===== src/rtl/msrv32_fetch_ctrl.sv =====
// In-order instruction fetch sequencer: drives the PC register, issues word fetches, buffers responses for decode.
// Optional misaligned-PC trap entry is enabled by defining MSRV32_MISALIGN_TRAP_EN.
module msrv32_fetch_ctrl #(
  parameter logic [31:0] RESET_PC = 32'h0000_0000,
  parameter int          DEPTH    = 2
) (
  input  logic        ms_riscv32_mp_clk_in,
  input  logic        ms_riscv32_mp_rst_in,
  input  logic [31:0] pc_in,
  output logic [31:0] pc_mux_out,
  input  logic        flush_in,
  input  logic [31:0] flush_target_in,
  output logic        imem_req_valid_out,
  input  logic        imem_req_ready_in,
  output logic [31:0] imem_addr_out,
  input  logic        imem_rsp_valid_in,
  input  logic [31:0] imem_rsp_data_in,
  input  logic        imem_rsp_err_in,
  output logic        instr_valid_out,
  input  logic        instr_ready_in,
  output logic [31:0] instr_out,
  output logic [31:0] instr_pc_out,
  output logic        instr_err_out,
  output logic        instr_misalign_out
);

  localparam int PW = (DEPTH > 2) ? 2 : 1;
  localparam int CW = (DEPTH > 3) ? 3 : 2;
  localparam logic [PW-1:0] LAST_PTR = PW'(DEPTH - 1);
  localparam logic [CW-1:0] DEPTH_C  = CW'(DEPTH);

  typedef enum logic [1:0] {ST_BOOT, ST_RUN, ST_DRAIN} state_t;

  logic clk;
  logic rst;
  assign clk = ms_riscv32_mp_clk_in;
  assign rst = ms_riscv32_mp_rst_in;

  state_t        state_q, state_d;
  logic [CW-1:0] fifo_count_q, fifo_count_d;
  logic [CW-1:0] outstanding_q, outstanding_d;
  logic [CW-1:0] discard_q, discard_d;
  logic [PW-1:0] fifo_rd_q, fifo_rd_d, fifo_wr_q, fifo_wr_d;
  logic [PW-1:0] tag_rd_q, tag_rd_d, tag_wr_q, tag_wr_d;

  logic [31:0] fifo_pc_q   [DEPTH];
  logic [31:0] fifo_data_q [DEPTH];
  logic        fifo_err_q  [DEPTH];
  logic [31:0] tag_pc_q    [DEPTH];

  logic        active, is_run, flush, credit_ok, fire;
  logic        rsp_keep, push, pop, pc_misaligned, mis_push;
  logic [31:0] push_pc, push_data;
  logic        push_err;

  function automatic logic [PW-1:0] ptr_inc(input logic [PW-1:0] p);
    return (p == LAST_PTR) ? '0 : p + PW'(1);
  endfunction

  assign active    = (state_q != ST_BOOT);
  assign is_run    = (state_q == ST_RUN);
  assign flush     = flush_in && active;
  // Credits come from registered state only, so a pop never frees a slot in the same cycle.
  assign credit_ok = (fifo_count_q + outstanding_q) < DEPTH_C;

  assign imem_req_valid_out = is_run && credit_ok && !flush_in && !pc_misaligned;
  assign imem_addr_out      = {pc_in[31:2], 2'b00};
  assign fire               = imem_req_valid_out && imem_req_ready_in;

  assign rsp_keep  = imem_rsp_valid_in && (discard_q == '0) && active;
  assign push      = !flush && (rsp_keep || mis_push);
  assign pop       = instr_valid_out && instr_ready_in;
  assign push_pc   = mis_push ? pc_in : tag_pc_q[tag_rd_q];
  assign push_data = mis_push ? 32'h0000_0013 : imem_rsp_data_in;
  assign push_err  = mis_push ? 1'b0 : imem_rsp_err_in;

`ifdef MSRV32_MISALIGN_TRAP_EN
  logic mis_stall_q;
  logic fifo_mis_q [DEPTH];

  assign pc_misaligned = (pc_in[1:0] != 2'b00);
  // One trap entry per misaligned PC; fetch then waits for a redirect.
  assign mis_push = is_run && credit_ok && pc_misaligned && !flush_in && !mis_stall_q;

  always_ff @(posedge clk or posedge rst) begin
    if (rst) begin
      mis_stall_q <= 1'b0;
    end else if (flush) begin
      mis_stall_q <= 1'b0;
    end else if (mis_push) begin
      mis_stall_q <= 1'b1;
    end
  end

  always_ff @(posedge clk) begin
    if (push) begin
      fifo_mis_q[fifo_wr_q] <= mis_push;
    end
  end

  assign instr_misalign_out = instr_valid_out && fifo_mis_q[fifo_rd_q];
`else
  assign pc_misaligned      = 1'b0;
  assign mis_push           = 1'b0;
  assign instr_misalign_out = 1'b0;
`endif

  assign instr_valid_out = (fifo_count_q != '0);
  assign instr_out       = instr_valid_out ? fifo_data_q[fifo_rd_q] : 32'h0;
  assign instr_pc_out    = instr_valid_out ? fifo_pc_q[fifo_rd_q] : 32'h0;
  assign instr_err_out   = instr_valid_out && fifo_err_q[fifo_rd_q];

  always_comb begin
    pc_mux_out = pc_in;
    if (state_q == ST_BOOT) begin
      pc_mux_out = RESET_PC;
    end else if (flush_in) begin
      pc_mux_out = flush_target_in;
    end else if (fire) begin
      pc_mux_out = pc_in + 32'd4;
    end
  end

  always_comb begin
    state_d       = state_q;
    outstanding_d = outstanding_q;
    discard_d     = discard_q;
    fifo_count_d  = fifo_count_q;
    fifo_rd_d     = fifo_rd_q;
    fifo_wr_d     = fifo_wr_q;
    tag_rd_d      = tag_rd_q;
    tag_wr_d      = tag_wr_q;
    case (state_q)
      ST_BOOT: state_d = ST_RUN;
      default: begin
        if (flush) begin
          // Everything still in flight is dropped, including a response landing this cycle.
          if (imem_rsp_valid_in) begin
            outstanding_d = outstanding_q - CW'(1);
          end
          discard_d    = outstanding_d;
          state_d      = (outstanding_d != '0) ? ST_DRAIN : ST_RUN;
          fifo_count_d = '0;
          fifo_rd_d    = '0;
          fifo_wr_d    = '0;
          tag_rd_d     = '0;
          tag_wr_d     = '0;
        end else begin
          if (fire) begin
            outstanding_d = outstanding_d + CW'(1);
            tag_wr_d      = ptr_inc(tag_wr_q);
          end
          if (imem_rsp_valid_in) begin
            outstanding_d = outstanding_d - CW'(1);
            if (discard_q != '0) begin
              discard_d = discard_q - CW'(1);
            end
          end
          if (rsp_keep) begin
            tag_rd_d = ptr_inc(tag_rd_q);
          end
          if (push) begin
            fifo_wr_d    = ptr_inc(fifo_wr_q);
            fifo_count_d = fifo_count_d + CW'(1);
          end
          if (pop) begin
            fifo_rd_d    = ptr_inc(fifo_rd_q);
            fifo_count_d = fifo_count_d - CW'(1);
          end
          if (state_q == ST_DRAIN && discard_d == '0) begin
            state_d = ST_RUN;
          end
        end
      end
    endcase
  end

  always_ff @(posedge clk or posedge rst) begin
    if (rst) begin
      state_q       <= ST_BOOT;
      outstanding_q <= '0;
      discard_q     <= '0;
      fifo_count_q  <= '0;
      fifo_rd_q     <= '0;
      fifo_wr_q     <= '0;
      tag_rd_q      <= '0;
      tag_wr_q      <= '0;
    end else begin
      state_q       <= state_d;
      outstanding_q <= outstanding_d;
      discard_q     <= discard_d;
      fifo_count_q  <= fifo_count_d;
      fifo_rd_q     <= fifo_rd_d;
      fifo_wr_q     <= fifo_wr_d;
      tag_rd_q      <= tag_rd_d;
      tag_wr_q      <= tag_wr_d;
    end
  end

  always_ff @(posedge clk) begin
    if (push) begin
      fifo_pc_q[fifo_wr_q]   <= push_pc;
      fifo_data_q[fifo_wr_q] <= push_data;
      fifo_err_q[fifo_wr_q]  <= push_err;
    end
    if (fire) begin
      tag_pc_q[tag_wr_q] <= pc_in;
    end
  end

endmodule

===== config.mk =====
export PLATFORM = sky130hd
export DESIGN_NAME = msrv32_fetch_ctrl
export DESIGN_NICKNAME = d
export VERILOG_FILES = /design/src/rtl/msrv32_fetch_ctrl.sv
export SDC_FILE = /design/constraint.sdc
export NUM_CORES = 1
export LEC_CHECK = 0
export BUFFER_PORTS_ARGS = -buffer_cell sky130_fd_sc_hd__buf_4
export CAP_MARGIN = 20
export CORE_MARGIN = 2
export CORE_UTILIZATION = 45
export CTS_BUF_LIST = sky130_fd_sc_hd__clkbuf_4
export CTS_CLUSTER_DIAMETER = 80
export DETAILED_ROUTE_END_ITERATION = 8
export MAX_ROUTING_LAYER = met4
export PLACE_DENSITY = 0.74
export SYNTH_ARGS = -nofsm -noshare
export SYNTH_HDL_FRONTEND = slang
export SYNTH_SLANG_ARGS = --single-unit

===== constraint.sdc =====
create_clock -name ms_riscv32_mp_clk_in -period 7.4 [get_ports ms_riscv32_mp_clk_in]
set_input_delay 0.37 -clock ms_riscv32_mp_clk_in [delete_from_list [all_inputs] [get_ports ms_riscv32_mp_clk_in]]
set_output_delay 0.37 -clock ms_riscv32_mp_clk_in [all_outputs]
set_load 0.02 [all_outputs]

## Word-level counts from Yosys, hierarchy flattened

Memory sizes are Yosys's and may differ from the RTL's.
Index checks and enable logic that the tools add are counted.

| word-level totals | value |
|---|---|
| register bits | 12 |
| bits of input ports | 103 |
| memories | 4 |
| latch bits | 0 |
| memory bits (read-only) | 0 |
| memory bits (writable) | 194 |

| operators by class | value |
|---|---|
| mux-type cells | 43 |
| $mul | 0 |
| add/subtract/negate cells | 12 |
| div/mod/pow operators | 0 |
| shifts and indexed selects | 0 |
| reductions and logical operators | 28 |
| bitwise logic cells | 1 |
| equality and inequality tests | 2 |
| order comparisons | 1 |

Memory list:

| memory | words | bits a word | read ports | clocked after memory_dff | wr ports | RTL line | text |
|---|---|---|---|---|---|---|---|
| fifo_data_q | 2 | 32 | 1 | 0 | 1 | 47 | `logic [31:0] fifo_data_q [DEPTH];` |
| fifo_pc_q | 2 | 32 | 1 | 0 | 1 | 46 | `logic [31:0] fifo_pc_q [DEPTH];` |
| tag_pc_q | 2 | 32 | 1 | 0 | 1 | 49 | `logic [31:0] tag_pc_q [DEPTH];` |
| fifo_err_q | 2 | 1 | 1 | 0 | 1 | 48 | `logic fifo_err_q [DEPTH];` |

Operators by type and width:

| kind | number |
|---|---|
| $mux 32 | 5 |
| $mux 2 | 22 |
| $add 32x3->32 const B | 1 |
| $mux 1 | 16 |
| $reduce_bool 2->1 | 8 |
| $logic_and 1x1->1 | 10 |
| $reduce_and 2->1 | 4 |
| $sub 2x1->2 const B | 4 |
| $logic_not 2->1 | 3 |
| $add 1x1->1 const B | 4 |
| $add 2x1->2 const B | 2 |
| $reduce_bool 3->1 | 1 |
| $add 2x2->2 | 1 |
| $eq 2x1->1 const B | 1 |
| $eq 2x2->1 const B | 1 |
| $logic_not 1->1 | 2 |
| $lt 2x2->1 const B | 1 |
| $not 1->1 | 1 |

## Longest topological paths before layout

| depth | value |
|---|---|
| word-level depth | 11 |
| mapped depth | 8 |
| depth with buffers taken out | 7 |

## Least setup slack after synthesis

No wires, ideal clock.

| timing path | value |
|---|---|
| path type | input to register |
| start | in imem_rsp_valid_in |
| end | mem fifo_data_q[0][0], enable pin |
| data required time | 6.912 ns |
| arrival | 3.986 ns |
| library setup time | 0.488 ns |
| cell stages on the path | 4 |
| setup slack | 2.926 ns |
| path buffers | 1 |
| path through | clkbuf_1 nor3b_1 nand2_1 nor2_1 |

| between the ends | value |
|---|---|
| cells in the longest elaborated chain, start to end | 5 |

Ends and longest elaborated chain:

| item | RTL line | text |
|---|---|---|
| from (decl) | 16 | `input logic imem_rsp_valid_in,` |
| $logic_and 1x1->1 (2 in series) | 70 | `assign rsp_keep = imem_rsp_valid_in && (discard_q == '0) && active;` |
| $logic_and 1x1->1 | 71 | `assign push = !flush && (rsp_keep \|\| mis_push);` |
| $mux 1 | 201 | `if (push) begin` |
| $mux 1 (implied by the code) | 203 | `fifo_data_q[fifo_wr_q] <= push_data;` |
| to (decl) | 47 |  |

No other way between the ends.

## Worst setup path in the final report

| timing path | value |
|---|---|
| start | reg state_q[1] |
| end | out pc_mux_out[26] |

| between the ends | value |
|---|---|
| cells in the longest elaborated chain, start to end | 7 |
| elaborated cells between the ends (all ways) | 8 |

Ends and longest elaborated chain:

| item | RTL line | text |
|---|---|---|
| from (decl) | 39 | `state_t state_q, state_d;` |
| from (signal assigned) | 189 | `state_q <= state_d;` |
| $eq 2x1->1 | 61 | `assign is_run = (state_q == ST_RUN);` |
| $logic_and 1x1->1 (2 in series) | 66 | `assign imem_req_valid_out = is_run && credit_ok && !flush_in && !pc_misaligned;` |
| $logic_and 1x1->1 | 68 | `assign fire = imem_req_valid_out && imem_req_ready_in;` |
| $mux 32 | 119 | `end else if (fire) begin` |
| $mux 32 | 117 | `end else if (flush_in) begin` |
| $mux 32 * | 115 | `if (state_q == ST_BOOT) begin` |
| to (decl) | 10 | `output logic [31:0] pc_mux_out,` |

Every way passes the cells marked *; elsewhere a longest branch is shown, timed or not.

==> out/metrics.cfg <==
[clock_tree]
insertion_delay_ns=0.63
clock_sinks=206
htree_levels=2
cts_tree=yes
clockRootBuffer=clkbuf_4
cts_buffers=51
clock_path_buffers=3
clkSlewWorstSetupHoldPaths_ns=0.07

[sta]
rsz0062_at_grt=no
finalSetupViolCount=0
max_slew_margin=0.3102
whs_ns=0.08978
post-route-min-period_ns=3.690
fin_skew_ns=0.02504
max_freq_mhz=271.0
finalCritPeriodShare=0.4987
report.final.slew_viol_count=0
tns_ns=0
report.final.hold_viol_count=0
tightest_slew_ns=1.032

[logic_synthesis]
synth.ff_latch_count=206
yosysUniqueCellTypes=40
synth.cell_area_um2=9151
yosysSeqAreaShare=0.6694
async_reset_ff_frac=0.05825
synth_ff_type=edfxtp_1
synth_edf_count=194
ys_warn_count=0
synth_area_per_cell_um2=13.64
synthCells=671

[worst_setup_path]
start_kind=flip-flop
ff2ff_setup_slack_ns=4.30
r2r-end=fifo_data_q[0][28]
worstReg2RegStart=discard_q[0]
required_ns=7.03
reg2reg_depth=4
critPathMaxFanout=11
arrival_ns=3.32
crit_type=reg2out
worstSetupStartpoint=state_q[1]
crit_path_end_kind=output pin

[status]
status=completed

[die]
die_x_um=146.6
placementRows=52
floorplan.initialDensity=0.4552
io_pins=235
core_area_um2=20100
die_area_um2=21490
die_h_um=146.6

[detailed_routing]
via_per_inst=5.165
postRouteAntennaNets=0
wirelength_mm=22.60
drt_iter0_markers=352
vias=6565
post_drt_wl_per_cell_um=17.78
drtPass1Iterations=5
drc_errors=0

[layout]
nets=1065
drive_above_1_share=0.3620
area_growth_pct=33.80

[grt]
grt_pass1_wl_mm=34.82
grt_pass1_vias=6800
overflow=0
grt_max_degree=68
gr-usage-all-layers=0.2140
antenna_found_initial=1

[placed_design]
globalplace.congestion=0.8382
hpwl_mm=13.80
portBuffers=231

[power]
p_leak_nw=4.603
peakVddDrop_mv=0.1549
power_density_nw_per_um2=336.4

[hold_path]
min-delay-path-class=in2reg
holdPathStages=2
min-delay-start=flush_in
min_to=fifo_rd_q

[run]
cap_violations=0

where the power goes:
part           total [W]  leakage, nW  switching, W  internal, W
clock           0.000911        0.395      0.000425     0.000486
combinational    0.00163         2.31      0.000954     0.000676
sequential       0.00158         1.90      0.000137      0.00144
total            0.00412         4.60       0.00152      0.00260
metal layers:
metal / track usage / share of wire / wire length [µm]
met1: 0.2506 / 0.40 / 8937
met2: 0.3519 / 0.49 / 11040
met3: 0.06125 / 0.091 / 2046
met4: 0.08058 / 0.026 / 583
met5: - / 0 / 0
cells by family after synthesis:
| kind of cell | Yosys count | synth area share |
|---|---|---|
| compound gates | 91 | 0.05442 |
| xor+xnor | 26 | 0.02570 |
| fa+ha+maj | 2 | 0.002734 |
| buf+inv | 78 | 0.04580 |
| flops | 206 | 0.6694 |
| mux | 102 | 0.1159 |
| other cells | 1 | 0.0004098 |
| simple gates | 165 | 0.08559 |
through the flow:
step                  util  worst slack [ns]  std cells  instance area [µm²]  total power (W)
finish              0.6090             3.710       1271                12240         0.004119
floorplan                -             2.926        673                 9159         0.002566
global placement    0.5428             4.285       1110                10910         0.003176
detailed placement  0.5428             4.150       1110                10910         0.003200
global route        0.6090             3.551       1271                12240         0.004342
CTS                 0.6079             3.703       1269                12220         0.004152
cells in the mapped netlist (7+ instances only):
master,number,area [µm²]
inv_1,9,33.78
buf_1,10,37.54
mux2i_1,70,700.7
xnor2_1,16,140.1
dfrtp_1,12,300.3
nand2_1,25,93.84
clkbuf_1,24,90.09
nand3_1,13,65.06
or3_1,10,62.56
xor2_1,9,78.83
a21oi_1,22,110.1
o21ai_0,48,240.2
nor2_1,73,274.0
nor4_1,7,43.79
a31oi_1,11,68.82
mux2_2,32,360.4
buf_4,33,247.7
nor3_1,9,45.04
edfxtp_1,194,5826
layout by cell type (no fill, tap or decap), types with 2 or more instances in the layout:
cell and count:
xor2_1 9, conb_1 3, nand3_1 13, o22ai_1 2, nor2_4 2, nor4_1 7, o21ai_0 48, nand2b_1 3
and3_1 3, o31ai_1 3, clkinv_2 3, a31oi_1 11, nor2b_1 3, a22o_1 2, nand4_1 5, dfrtp_1 10
or3_1 10, xnor2_1 16, nor2_1 71, nand2_1 25, edfxtp_1 194, clkinv_1 10, nor3_1 9, a21oi_1 22
and4_1 3, mux2i_1 70, mux2_2 32, inv_1 9, dlygate4sd3_1 66, or4_1 5, buf_4 236, clkbuf_4 79
registers in the layout, summed over array words and instances, names as in the netlist, 2 cells and up:
name,flops
outstanding_q,2
state_q,2
fifo_pc_q,64
discard_q,2
fifo_count_q,2
fifo_data_q,64
fifo_err_q,2
tag_pc_q,64
worst max-delay path, stage by stage (launching register included):
cell	delay, ns
dfrtp_1	0.44
and4bb_2	0.38
nand4_1	0.34
or4_1	0.77
or3_1	0.41
a31oi_1	0.18
buf_4	0.16
cell type report:
class | count | area [µm²]
Inverter | 9 | 33.78
Sequential cell | 206 | 6131
Tap cell | 270 | 337.8
Antenna cell | 1 | 2.502
Clock inverter | 14 | 56.30
Multi-Input combinational cell | 389 | 2638
Fill cell | 1611 | 7860
Timing Repair Buffer | 303 | 2452
Clock buffer | 79 | 593.1
worst max-delay path by stage:
stage / to / slack (ns) / depth (start not counted)
after floorplan: fifo_data_q[0][0] / 2.93 / 4
after global placement: fifo_pc_q[0][4] / 4.29 / 5
after detailed placement: fifo_pc_q[0][5] / 4.15 / 5
after CTS: pc_mux_out[26] / 3.70 / 6
after global routing: pc_mux_out[22] / 3.55 / 6
final: pc_mux_out[26] / 3.71 / 6
what timing repair did:
action | in CTS | in global routing
buffers inserted | 0 | 0
hold buffers | 66 | 0
gates resized for setup | 0 | 0
hold endpoints to repair | 142 | 0
(Power assumes the default switching activity.)
